==> config.mk <==
export PLATFORM = sky130hd
export DESIGN_NAME = writeback_arbiter
export DESIGN_NICKNAME = d
export VERILOG_FILES = /design/src/rtl/wb_pkg.sv /design/src/rtl/wb_fifo.sv /design/src/rtl/writeback_arbiter.sv
export SDC_FILE = /design/constraint.sdc
export NUM_CORES = 1
export LEC_CHECK = 0
export ABC_AREA = 1
export CORE_ASPECT_RATIO = 2
export CORE_UTILIZATION = 40
export CTS_BUF_LIST = sky130_fd_sc_hd__clkbuf_4
export DETAILED_ROUTE_END_ITERATION = 10
export GPL_TIMING_DRIVEN = 0
export HOLD_SLACK_MARGIN = 0.03
export PLACE_DENSITY = 0.7
export REMOVE_ABC_BUFFERS = 1
export SKIP_LAST_GASP = 1
export SYNTH_ARGS = -nofsm -noshare
export SYNTH_HDL_FRONTEND = slang
export SYNTH_HIERARCHICAL = 1
export SYNTH_SLANG_ARGS = --single-unit
==> constraint.sdc <==
create_clock -name clk -period 9.6 [get_ports clk]
set_clock_uncertainty 0.2 [all_clocks]
set_input_delay 1.92 -clock clk [delete_from_list [all_inputs] [get_ports clk]]
set_output_delay 1.92 -clock clk [all_outputs]
set_load 0.02 [all_outputs]
==> src/rtl/wb_pkg.sv <==
// Shared types and constants for the write-back arbiter.
//   WB_ADDR_W   default register address width (32 registers)
//   WB_DATA_W   default result width
//   NUM_REGS    number of architectural registers
//   wb_entry_t  one queued write: destination, data, live flag
package wb_pkg;

    localparam int WB_ADDR_W = 5;
    localparam int WB_DATA_W = 32;
    localparam int NUM_REGS  = 32;

    // A dead entry (live=0) still occupies a FIFO slot but must not write
    // the register file when it retires.
    typedef struct packed {
        logic [WB_ADDR_W-1:0] rd;
        logic [WB_DATA_W-1:0] data;
        logic                 live;
    } wb_entry_t;

endpackage

==> src/rtl/wb_fifo.sv <==
// Circular buffer of pending ALU write-backs.
//   clk, rst        system clock, synchronous active-high reset
//   push/push_entry write an entry at the tail (ignored when full)
//   pop/head        retire the head entry (ignored when empty)
//   kill_en/kill_rd clear live on every stored entry whose rd matches;
//                   an entry pushed at the same edge is not affected
//   count/full/empty occupancy
//   entry_rd/live   per-slot destination and live flag for busy generation;
//                   live is cleared on pop, so live=1 implies occupied
module wb_fifo
    import wb_pkg::*;
#(
    parameter int DEPTH = 4
) (
    input  logic                            clk,
    input  logic                            rst,
    input  logic                            push,
    input  wb_entry_t                       push_entry,
    input  logic                            pop,
    output wb_entry_t                       head,
    input  logic                            kill_en,
    input  logic [WB_ADDR_W-1:0]            kill_rd,
    output logic [$clog2(DEPTH):0]          count,
    output logic                            full,
    output logic                            empty,
    output logic [DEPTH-1:0][WB_ADDR_W-1:0] entry_rd,
    output logic [DEPTH-1:0]                entry_live
);

    localparam int PTR_W = $clog2(DEPTH);
    localparam int CNT_W = PTR_W + 1;

    wb_entry_t        mem [DEPTH];
    logic [PTR_W-1:0] rd_ptr;
    logic [PTR_W-1:0] wr_ptr;
    logic             do_push;
    logic             do_pop;

    always_comb begin
        full    = (count == CNT_W'(DEPTH));
        empty   = (count == '0);
        do_push = push && !full;
        do_pop  = pop && !empty;
        head    = mem[rd_ptr];
        for (int i = 0; i < DEPTH; i++) begin
            entry_rd[i]   = mem[i].rd;
            entry_live[i] = mem[i].live;
        end
    end

    // Later assignments win: the pushed entry overrides any kill/pop effect
    // on its slot (the tail slot is never occupied when a push is legal).
    always_ff @(posedge clk) begin
        if (rst) begin
            rd_ptr <= '0;
            wr_ptr <= '0;
            count  <= '0;
            for (int i = 0; i < DEPTH; i++) begin
                mem[i].live <= 1'b0;
            end
        end else begin
            if (kill_en) begin
                for (int i = 0; i < DEPTH; i++) begin
                    if (mem[i].rd == kill_rd) begin
                        mem[i].live <= 1'b0;
                    end
                end
            end
            if (do_pop) begin
                mem[rd_ptr].live <= 1'b0;
                rd_ptr           <= rd_ptr + PTR_W'(1);
            end
            if (do_push) begin
                mem[wr_ptr] <= push_entry;
                wr_ptr      <= wr_ptr + PTR_W'(1);
            end
            count <= count + CNT_W'(do_push) - CNT_W'(do_pop);
        end
    end

endmodule

==> src/rtl/writeback_arbiter.sv <==
// Write-back arbiter feeding the register file's single write port.
// Load returns (unbuffered) take absolute priority over ALU results, which
// wait in wb_fifo. A load kills older queued ALU writes to the same register
// so that register-file contents follow program (arrival) order.
//   clk, rst                      clock, synchronous active-high reset
//   alu_valid/alu_ready/alu_rd/alu_data  ALU result stream (valid/ready)
//   ld_valid/ld_rd/ld_data        load return, always accepted
//   rw/end3/data3                 registered register-file write port
//   busy                          per-register pending-write scoreboard
//   fifo_empty                    no ALU entries queued
// Optional build macro WB_ZERO_REG_GUARD_EN: register 0 is never written and
// never reported busy.
// ADDR_W/DATA_W must match the wb_pkg entry widths.
module writeback_arbiter
    import wb_pkg::*;
#(
    parameter int DEPTH  = 4,
    parameter int DATA_W = WB_DATA_W,
    parameter int ADDR_W = WB_ADDR_W
) (
    input  logic                clk,
    input  logic                rst,
    input  logic                alu_valid,
    output logic                alu_ready,
    input  logic [ADDR_W-1:0]   alu_rd,
    input  logic [DATA_W-1:0]   alu_data,
    input  logic                ld_valid,
    input  logic [ADDR_W-1:0]   ld_rd,
    input  logic [DATA_W-1:0]   ld_data,
    output logic                rw,
    output logic [ADDR_W-1:0]   end3,
    output logic [DATA_W-1:0]   data3,
    output logic [NUM_REGS-1:0] busy,
    output logic                fifo_empty
);

    localparam int CNT_W = $clog2(DEPTH) + 1;

`ifdef WB_ZERO_REG_GUARD_EN
    localparam bit ZERO_GUARD = 1'b1;
`else
    localparam bit ZERO_GUARD = 1'b0;
`endif

    logic                            fifo_push;
    logic                            fifo_pop;
    logic                            kill_en;
    wb_entry_t                       push_entry;
    wb_entry_t                       head;
    logic [CNT_W-1:0]                fifo_count;
    logic                            fifo_full;
    logic                            fifo_is_empty;
    logic [DEPTH-1:0][WB_ADDR_W-1:0] entry_rd;
    logic [DEPTH-1:0]                entry_live;
    logic                            ld_write;

    always_comb begin
        alu_ready       = !rst && !fifo_full;
        fifo_push       = alu_valid && alu_ready;
        fifo_pop        = !rst && !ld_valid && !fifo_is_empty;
        kill_en         = !rst && ld_valid;
        push_entry.rd   = alu_rd;
        push_entry.data = alu_data;
        push_entry.live = !(ZERO_GUARD && (alu_rd == '0));
        ld_write        = !(ZERO_GUARD && (ld_rd == '0));
        fifo_empty      = (fifo_count == '0);
    end

    wb_fifo #(
        .DEPTH (DEPTH)
    ) u_fifo (
        .clk        (clk),
        .rst        (rst),
        .push       (fifo_push),
        .push_entry (push_entry),
        .pop        (fifo_pop),
        .head       (head),
        .kill_en    (kill_en),
        .kill_rd    (ld_rd),
        .count      (fifo_count),
        .full       (fifo_full),
        .empty      (fifo_is_empty),
        .entry_rd   (entry_rd),
        .entry_live (entry_live)
    );

    // A dead head still retires through the output stage (address/data are
    // loaded) but with the write enable low.
    always_ff @(posedge clk) begin
        if (rst) begin
            rw    <= 1'b0;
            end3  <= '0;
            data3 <= '0;
        end else if (ld_valid) begin
            rw    <= ld_write;
            end3  <= ld_rd;
            data3 <= ld_data;
        end else if (fifo_pop) begin
            rw    <= head.live;
            end3  <= head.rd;
            data3 <= head.data;
        end else begin
            rw    <= 1'b0;
        end
    end

    always_comb begin
        busy = '0;
        for (int i = 0; i < DEPTH; i++) begin
            if (entry_live[i]) begin
                busy[entry_rd[i]] = 1'b1;
            end
        end
        if (rw) begin
            busy[end3] = 1'b1;
        end
        if (ZERO_GUARD) begin
            busy[0] = 1'b0;
        end
    end

endmodule

==> impl_metrics.json <==
{
  "synth_area_um2": 10200,
  "ff2ff_path_depth": 9,
  "chipWidth_um": 114.9,
  "die_area_um2": 26180,
  "start_util_pct": 40.75,
  "setup_viol": 0,
  "dr.pass1.iters": 5,
  "crit_top_cell": "clkdlybuf4s50_1",
  "drc": 0,
  "reg2reg_from": "u_fifo/count[0]$_SDFF_PP0_",
  "m1WireLength_um": 10490,
  "avgSynthCellArea_um2": 8.174,
  "cts_max_level": 4,
  "crit_path_end_kind": "output port",
  "regToRegSetupSlack_ps": 6410,
  "yosys-top-cells-count": "nor2_1 (370), nand2_1 (233), edfxtp_1 (152)",
  "ys.flop_type": "edfxtp_1",
  "highest_layer": "met4",
  "grt_pass1_vias": 8447,
  "vdd_ir_drop_max_uv": 103.2,
  "die_y_um": 227.8,
  "drive_above_1_share_pct": 4.179,
  "synth_top_cell_by_area": "edfxtp_1",
  "worst-path-stages": 3,
  "crit_buf_inv": 2,
  "powerDensity_nw_per_um2": 162.6,
  "leakagePower_nw": 4.712,
  "yosysSeqAreaShare_pct": 53.97,
  "power.total_mw": 1.972,
  "antenna_found_initial": 2,
  "grt_max_degree": 82,
  "core_area_um2": 25030,
  "cp_slowest_cell": "clkdlybuf4s50_1",
  "max_stage_delay_ps": 760,
  "post_drt_wl_per_cell_um": 18.53,
  "drv_slew": 0,
  "cts_buffers": 17,
  "status": "completed",
  "dr_wl_met3_um": 1506,
  "ys_ff_latch": 199,
  "wl_met2_um": 17330,
  "crit_type": "in -> out",
  "pre_cts_ws_ps": 3968,
  "root_buffer": "clkbuf_4",
  "r2r-end": "u_fifo/mem[1][5]$_DFFE_PP_",
  "cts_resized": 0,
  "crit_path_cell_trace": "clkdlybuf4s50_1 > nor2_1 > clkdlybuf4s50_1",
  "io_buffers": 149,
  "startpoint_type": "primary input",
  "io_pins": 150,
  "fin_crit_sh_pct": 58.68,
  "arrival_ps": 3510,
  "totalWireLength_um": 31540,
  "avgViaCountPerCell": 5.234,
  "yosysWarnings": 6,
  "clock_latency_ps": 600,
  "fmax_mhz": 177.5,
  "gp_congestion": 0.9784,
  "cts_tree": "yes",
  "drv_cap": 0,
  "clockBufferDepth": 2,
  "synth_top_area_share_pct": 44.74,
  "hpwl_um": 22440,
  "antenna_left": 0,
  "first_iter_violations": 611,
  "yosysUniqueCellTypes": 33,
  "slew_headroom_pct": 12.60,
  "hold_buffers": 0,
  "cp-endpoint": "alu_ready",
  "grt_pass1_wl_um": 46960,
  "tightest_slew_ps": 1309,
  "hp-class": "reg -> reg",
  "rsz0062_at_grt": "false",
  "gr-usage-all-layers_pct": 24.59,
  "required_ps": 7480,
  "hold_violations": 0,
  "nets": 1440,
  "overflow": 0,
  "async_flop_share_pct": 0,
  "rows": 82,
  "synth-edff-count": 152,
  "setup_ws_ps": 3966,
  "postCtsSetupRepairBufs": 0,
  "syn_inst": 1248,
  "fin_crit_ps": 5634,
  "crit_fanout": 16,
  "cts_num_sinks": 199,
  "crit_start": "rst",
  "tns_ps": 0,
  "yosys-top-cells-area": "edfxtp_1 (45%), nor2_1 (14%), dfxtp_1 (9.2%)",
  "syn_to_final_growth_pct": 18.88,
  "path_clk_slew_ps": 150,
  "synth_most_common_cell": "nor2_1",
  "crit_family": "buffers and inverters",
  "hold_ws_ps": 320.3,
  "via_count": 8908
}
## cells by family after synthesis
group / after synthesis / synth area share, %
xor+xnor: 2 / 0.1717
fa+ha+maj: 11 / 1.423
buf+inv: 155 / 7.789
flops: 199 / 53.97
simple gates: 712 / 27.88
compound gates: 168 / 8.733
other cells: 1 / 0.03676
## stage by stage
| step | std cells | utilization, % | cell area [um^2] |
|---|---|---|---|
| finish | 1702 | 48.44 | 12130 |
| global route | 1702 | 48.44 | 12130 |
| CTS | 1700 | 48.42 | 12120 |
| detailed placement | 1668 | 47.16 | 11810 |
| global placement | 1662 | 46.48 | 11640 |
| floorplan | 1177 | - | 9724 |
## layer usage
layer	vias up	GRT usage (%)
li1	4298	-
met1	4244	23.47
met2	277	45.75
met3	89	4.516
met4	0	17.33
met5	-	0
## how the worst min path moves through the flow
stage                                       start                            end  slack, ps  depth (start not counted)
floorplan           u_fifo/wr_ptr[1]$_SDFFE_PP0P_  u_fifo/wr_ptr[1]$_SDFFE_PP0P_        300                          2
global placement            data3[7]$_SDFFE_PP0P_          data3[7]$_SDFFE_PP0P_        280                          2
detailed placement          data3[7]$_SDFFE_PP0P_          data3[7]$_SDFFE_PP0P_        280                          2
CTS                         data3[7]$_SDFFE_PP0P_          data3[7]$_SDFFE_PP0P_        320                          2
global route                data3[7]$_SDFFE_PP0P_          data3[7]$_SDFFE_PP0P_        340                          2
finish                      data3[7]$_SDFFE_PP0P_          data3[7]$_SDFFE_PP0P_        320                          2
## area by class of cell
type | count | area, um^2
diodes | 2 | 5.005
flip-flops and latches | 199 | 5507
clock inverters | 14 | 181.4
clock buffers | 18 | 135.1
well taps | 336 | 420.4
multi-input cells | 894 | 3939
inverters | 84 | 317.8
fillers | 2466 | 12910
repair buffers | 155 | 1622
## where the power goes
group	leakage (nW)	internal, mW	switching, mW	total, mW
clock	0.172	0.191	0.286	0.477
combinational	2.77	0.181	0.282	0.463
sequential	1.77	0.983	0.0492	1.03
## flip-flops by register name (all words and copies together) (netlist names), named ones only
| register | flops |
|---|---|
| u_fifo/count | 3 |
| u_fifo/rd_ptr | 2 |
| u_fifo/wr_ptr | 2 |
| end3 | 5 |
| rw | 1 |
| u_fifo/mem | 152 |
| data3 | 32 |
## layout by cell type (no fill, tap or decap), drive strengths merged, types with 2 or more instances in the layout
cell type	n
o21ai	116
nor3	11
edfxtp	152
clkinv	2
dfxtp	47
nor2	371
nand3	90
o22ai	33
a21oi	15
ha	10
a31oi	4
bufinv	3
buf	7
diode	2
inv	93
clkbuf	18
clkdlybuf4s50	148
xor2	2
nand2	236
## worst min-delay path: stages (launching register included)
cell and delay [ps]:
dfxtp_1 360, o21ai_1 70, nor2_1 70
No activity file was read; power rests on OpenSTA's default activity.
